**src/rtl/bcd_pkg.sv**
```systemverilog
// bcd_pkg: shared types, widths and limits for the BCD/binary conversion paths
package bcd_pkg;
  typedef enum logic [1:0] {IDLE, CONV, FIN, DONE} state_t;
  localparam int NUM_DIGITS = 5;
  localparam int BCD_W = 4;
  localparam int ACC_W = 17;
  localparam logic [ACC_W-1:0] POS_LIMIT = 17'd32767;
  localparam logic [ACC_W-1:0] NEG_LIMIT = 17'd32768;
  function automatic logic has_bad(input logic [NUM_DIGITS*BCD_W-1:0] d);
    has_bad = 1'b0;
    for (int i = 0; i < NUM_DIGITS; i++) has_bad = has_bad | (d[i*BCD_W +: BCD_W] > 4'd9);
  endfunction
endpackage

```
**src/rtl/bcd_mac10.sv**
```systemverilog
// bcd_mac10: combinational acc*10 + digit using shifts and adds
module bcd_mac10
  import bcd_pkg::*;
(
  input  logic [ACC_W-1:0] acc_i,
  input  logic [BCD_W-1:0] digit_i,
  output logic [ACC_W-1:0] acc_o
);
  assign acc_o = (acc_i << 3) + (acc_i << 1) + {{(ACC_W-BCD_W){1'b0}}, digit_i};
endmodule

```
**src/rtl/bcd_to_bin16.sv**
```systemverilog
// bcd_to_bin16: sign + 5 BCD digits to 16-bit two's complement, one digit per clock; BCD2BIN_SAT_EN saturates on overflow
module bcd_to_bin16
  import bcd_pkg::*;
#(
  parameter int BIN_W = 16
) (
  input  logic                        clk,
  input  logic                        rst,
  input  logic                        in_valid,
  output logic                        in_ready,
  input  logic                        negative,
  input  logic [NUM_DIGITS*BCD_W-1:0] digits,
  output logic                        out_valid,
  input  logic                        out_ready,
  output logic [BIN_W-1:0]            bin,
  output logic                        overflow,
  output logic                        bad_digit
);
  state_t state_q;
  logic [2:0] idx_q;
  logic [ACC_W-1:0] acc_q, acc_d;
  logic [NUM_DIGITS*BCD_W-1:0] dig_q;
  logic neg_q, bad_q, out_valid_q, ovf_q, bad_digit_q;
  logic [BIN_W-1:0] bin_q, bin_d, wrap_d;
  logic ovf_d;
  bcd_mac10 u_mac (
    .acc_i  (acc_q),
    .digit_i(dig_q[idx_q*BCD_W +: BCD_W]),
    .acc_o  (acc_d)
  );
  // range check and signed result, computed from the finished accumulator
  always_comb begin
    ovf_d  = neg_q ? (acc_q > NEG_LIMIT) : (acc_q > POS_LIMIT);
    wrap_d = neg_q ? (~acc_q[BIN_W-1:0] + 1'b1) : acc_q[BIN_W-1:0];
`ifdef BCD2BIN_SAT_EN
    bin_d  = bad_q ? '0 : ovf_d ? (neg_q ? 16'h8000 : 16'h7FFF) : wrap_d;
`else
    bin_d  = bad_q ? '0 : wrap_d;
`endif
  end
  // control FSM with accumulator and registered outputs
  always_ff @(posedge clk) begin
    if (rst) begin
      state_q     <= IDLE;
      idx_q       <= '0;
      acc_q       <= '0;
      dig_q       <= '0;
      neg_q       <= 1'b0;
      bad_q       <= 1'b0;
      out_valid_q <= 1'b0;
      bin_q       <= '0;
      ovf_q       <= 1'b0;
      bad_digit_q <= 1'b0;
    end else begin
      case (state_q)
        IDLE: if (in_valid) begin
          dig_q       <= digits;
          neg_q       <= negative;
          acc_q       <= '0;
          idx_q       <= 3'd4;
          bad_q       <= has_bad(digits);
          ovf_q       <= 1'b0;
          bad_digit_q <= 1'b0;
          state_q     <= CONV;
        end
        CONV: begin
          acc_q <= acc_d;
          idx_q <= idx_q - 3'd1;
          if (idx_q == 3'd0) state_q <= FIN;
        end
        FIN: begin
          bin_q       <= bin_d;
          ovf_q       <= !bad_q && ovf_d;
          bad_digit_q <= bad_q;
          out_valid_q <= 1'b1;
          state_q     <= DONE;
        end
        DONE: if (out_ready) begin
          out_valid_q <= 1'b0;
          state_q     <= IDLE;
        end
        default: state_q <= IDLE;
      endcase
    end
  end
  assign in_ready  = (state_q == IDLE);
  assign out_valid = out_valid_q;
  assign bin       = bin_q;
  assign overflow  = ovf_q;
  assign bad_digit = bad_digit_q;
endmodule

```
**config.mk**
```make
export PLATFORM = sky130hd
export DESIGN_NAME = bcd_to_bin16
export DESIGN_NICKNAME = d
export VERILOG_FILES = /design/src/rtl/bcd_pkg.sv /design/src/rtl/bcd_mac10.sv /design/src/rtl/bcd_to_bin16.sv
export SDC_FILE = /design/constraint.sdc
export NUM_CORES = 1
export LEC_CHECK = 0
export ABC_AREA = 1
export CORE_MARGIN = 2
export CORE_UTILIZATION = 57
export DETAILED_ROUTE_END_ITERATION = 12
export HOLD_SLACK_MARGIN = 0.12
export PLACE_DENSITY_LB_ADDON = 0.1
export SYNTH_ARGS = -nofsm -noshare
export SYNTH_HDL_FRONTEND = slang
export SYNTH_SLANG_ARGS = --single-unit
```
**constraint.sdc**
```tcl
create_clock -name clk -period 3.77 [get_ports clk]
set_clock_uncertainty 0.2 [all_clocks]
set_input_delay 0.754 -clock clk [delete_from_list [all_inputs] [get_ports clk]]
set_output_delay 0.754 -clock clk [all_outputs]
set_load 0.05 [all_outputs]
```
==> impl_metrics.csv, run 1 <==
group,metric,value,unit
power,p_per_area,495.2,nW/um^2
job,maxCapViolCount,0,
cells_and_area,areaGrowthSynthToFinish,16.41,%
drt,top_layer,"met4",
min_path,min_from,"dig_q[9]",
floorplan,initial_core_util,59.62,%
synthesis,synth-seq-cells,63,
cells_and_area,n_antenna_cell,0,
synthesis,netlist_instances,624,
drt,dr.pass1.iters,5,
floorplan,rows,30,
drt,drc_errors,0,
sta,finalCritPeriodShare,89.68,%
clock_network,clkSinkCount,63,
synthesis,synth_async_sr_flop_share,0,%
floorplan,io_pins,45,
clock_network,ctsHoldBuffers,0,
synthesis,ys_top_cells_by_count,"nand2_1, inv_1, a21oi_1",
synthesis,synth_edf_count,0,
sta,setup_viol,0,
cells_and_area,seq_area,1261,sq um
drt,ant_nets,0,
synthesis,syn_nets,687,
clock_network,cts_root_buffer,"clkbuf_8",
global_routing,antenna_found_initial,0,
sta,fin_crit,3.381,ns
place,place_congestion,0.9010,
sta,setup_slack,0.3891,ns
synthesis,yosysWarningCount,0,
setup_path,crit_chain,"clkinv_1, o21ai_0, a21oi_1, o22ai_1, inv_1, fa_1, inv_1, fa_1, nand3_1, nand3_1, nand2_1, nand3_1, or2_1, nand2_1, a21oi_1",
clock_network,clk_path_buf_depth,2,
setup_path,worst_path_largest_cell_delay,0.51,ns
synthesis,synth_area,4095,sq um
sta,rsz0062_at_grt,"no",
drt,wire_per_inst,13.29,microns
global_routing,first_global_vias,3831,
synthesis,ys.flop_type,"dfxtp_1",
setup_path,reg2reg_to,"acc_q[10]",
global_routing,grt.overflow.total,0,
power,ir_drop,0.3083,mV
drt,met3_length,428,microns
min_path,hp-class,"reg -> reg",
sta,holdWs,0.2555,ns
floorplan,die_area,7878,sq um
setup_path,crit_arrival,3.40,ns
setup_path,worstPathMaxFanout,12,
synthesis,yosysTopAreaCellShare,30.80,%
global_routing,grt_usage,27.61,%
setup_path,crit_required,3.79,ns
clock_network,numCtsBuffers,9,
synthesis,syn_area_per_cell,6.563,sq um
synthesis,yosysMostFrequentCell,"nand2_1",
sta,tns,0,ns
setup_path,cpMaxStageDelayCell,"dfxtp_1",
setup_path,endpoint_kind,"flop",
power,p_leak,2.263,nW
floorplan,core,6869,sq um
sta,hold_viol,0,
place,io_buffers,44,
drt,viasPerCell,5.282,
cells_and_area,final_net_count,729,
min_path,holdPathEnd,"dig_q[9]",
synthesis,synth_area_leader_cell,"dfxtp_1",
drt,first_iter_violations,201,
clock_network,postCtsSetupRepairBufs,0,
min_path,whs_path_depth,2,
place,place_hpwl,7640,microns
setup_path,crit_type,"reg -> reg",
floorplan,die_h,88.76,microns
status,run_status,"finished, final reports clean",
drt,dr_wl_met2,5136,microns
setup_path,crit_path_start_kind,"flop",
drt,vias,4046,
clock_network,cts_resized,0,
clock_network,clkTransAtPathRegs,0.07,ns
setup_path,rr_startpoint,"idx_q[0]",
cells_and_area,fill_cells,647,
setup_path,worst-r2r-cell-count,15,
drt,wl,10180,microns
setup_path,r2r_slack,0.39,ns
sta,slew_headroom,53.87,%
place,dp_worst_setup_slack,0.4301,ns
global_routing,grt_first_pass_wirelength,17000,microns
clock_network,htreeDepth,3,
clock_network,clk_latency,0.34,ns
cells_and_area,multi_input_area,2415,sq um
sta,worst_pin_slew,0.6909,ns
cells_and_area,final_core_utilization,69.40,%
sta,drv_slew,0,
clock_network,cts_tree,"done",
cells_and_area,drive_above_1_share,5.224,%
power,p_total,2.360,mW
floorplan,dieWidth,88.76,microns
synthesis,synth_cell_types,34,
synthesis,yosysSeqAreaShare,30.80,%
global_routing,grt_max_degree,39,
setup_path,cp_common_cell,"nand3_1",
synthesis,ys_top_cells_by_area,"dfxtp_1, nand2_1, ha_1, a21oi_1, inv_1",
drt,m1WireLength,4428,microns
sta,max_freq,0.2958,GHz
## metal layers
| layer | vias up | GRT usage [%] |
|---|---|---|
| met5 | - | 0 |
| met3 | 21 | 5.131 |
| met4 | 0 | 9.780 |
| met1 | 1819 | 33.16 |
| li1 | 2100 | - |
| met2 | 106 | 49.05 |
## area by class of cell
type	count	share of cell area, %
Clock inverter	3	0.3937
Sequential cell	63	26.46
Inverter	87	6.850
Clock buffer	12	3.255
Multi-Input combinational cell	457	50.66
Tap cell	96	2.520
Timing Repair Buffer	48	9.869
## logic make-up (layout without fill, tap and decap cells)
| logic type | after synthesis | after routing | share of synthesized area, % |
|---|---|---|---|
| xor+xnor | 3 | 3 | 0.6417 |
| compound gates | 130 | 130 | 16.62 |
| flops | 63 | 63 | 30.80 |
| simple gates | 286 | 286 | 29.73 |
| fa+ha+maj | 38 | 38 | 11.98 |
| buf+inv | 104 | 150 | 10.24 |
## worst max-delay path by stage
stage	cells after the start	endpoint	from
6_report	15	acc_q[10]	idx_q[0]
5_1_grt	15	acc_q[10]	idx_q[0]
4_1_cts	15	acc_q[10]	idx_q[0]
3_5_place_dp	15	acc_q[10]	idx_q[0]
3_3_place_gp	15	acc_q[10]	idx_q[0]
2_1_floorplan	15	acc_q[10]	idx_q[0]
## critical path: cells and delay by family, from the launching register on
family | cells | cell delay [ns]
simple gates | 6 | 0.67
compound gates | 4 | 0.45
buf+inv | 3 | 0.47
flops | 1 | 0.51
fa+ha+maj | 2 | 0.94
## cell usage in the layout (no fill, tap or decap), types with 5 or more instances in the layout
cell type / n
nand3_2: 5
a21oi_1: 73
dfxtp_1: 63
nand3_1: 47
inv_1: 82
o21ai_0: 45
nand2_1: 164
nor2_1: 51
clkdlybuf4s50_1: 44
ha_1: 36
clkbuf_8: 11
## flip-flops by register name (all words and copies together), names as in the netlist
| signal | cells |
|---|---|
| idx_q | 3 |
| state_q | 2 |
| bad_q | 1 |
| overflow | 1 |
| bin | 16 |
| bad_digit | 1 |
| dig_q | 20 |
| acc_q | 17 |
| out_valid | 1 |
| neg_q | 1 |
## per-stage QoR
step / instances / area [sq um]
finish: 766 / 4767
global route: 766 / 4767
CTS: 766 / 4767
detailed placement: 751 / 4593
global placement: 751 / 4593
floorplan: 624 / 4095
## where the power goes
part | switching, mW | internal [mW]
logic | 0.637 | 0.314
registers | 0.102 | 0.777
clock network | 0.261 | 0.270
Power figures use the tool's default switching activity.
==> run 2, diff against run 1 <==
- SLEW_MARGIN: unset -> 20
==> results of run 2 <==
Final layout, timing and power as in run 1 (identical DEF).
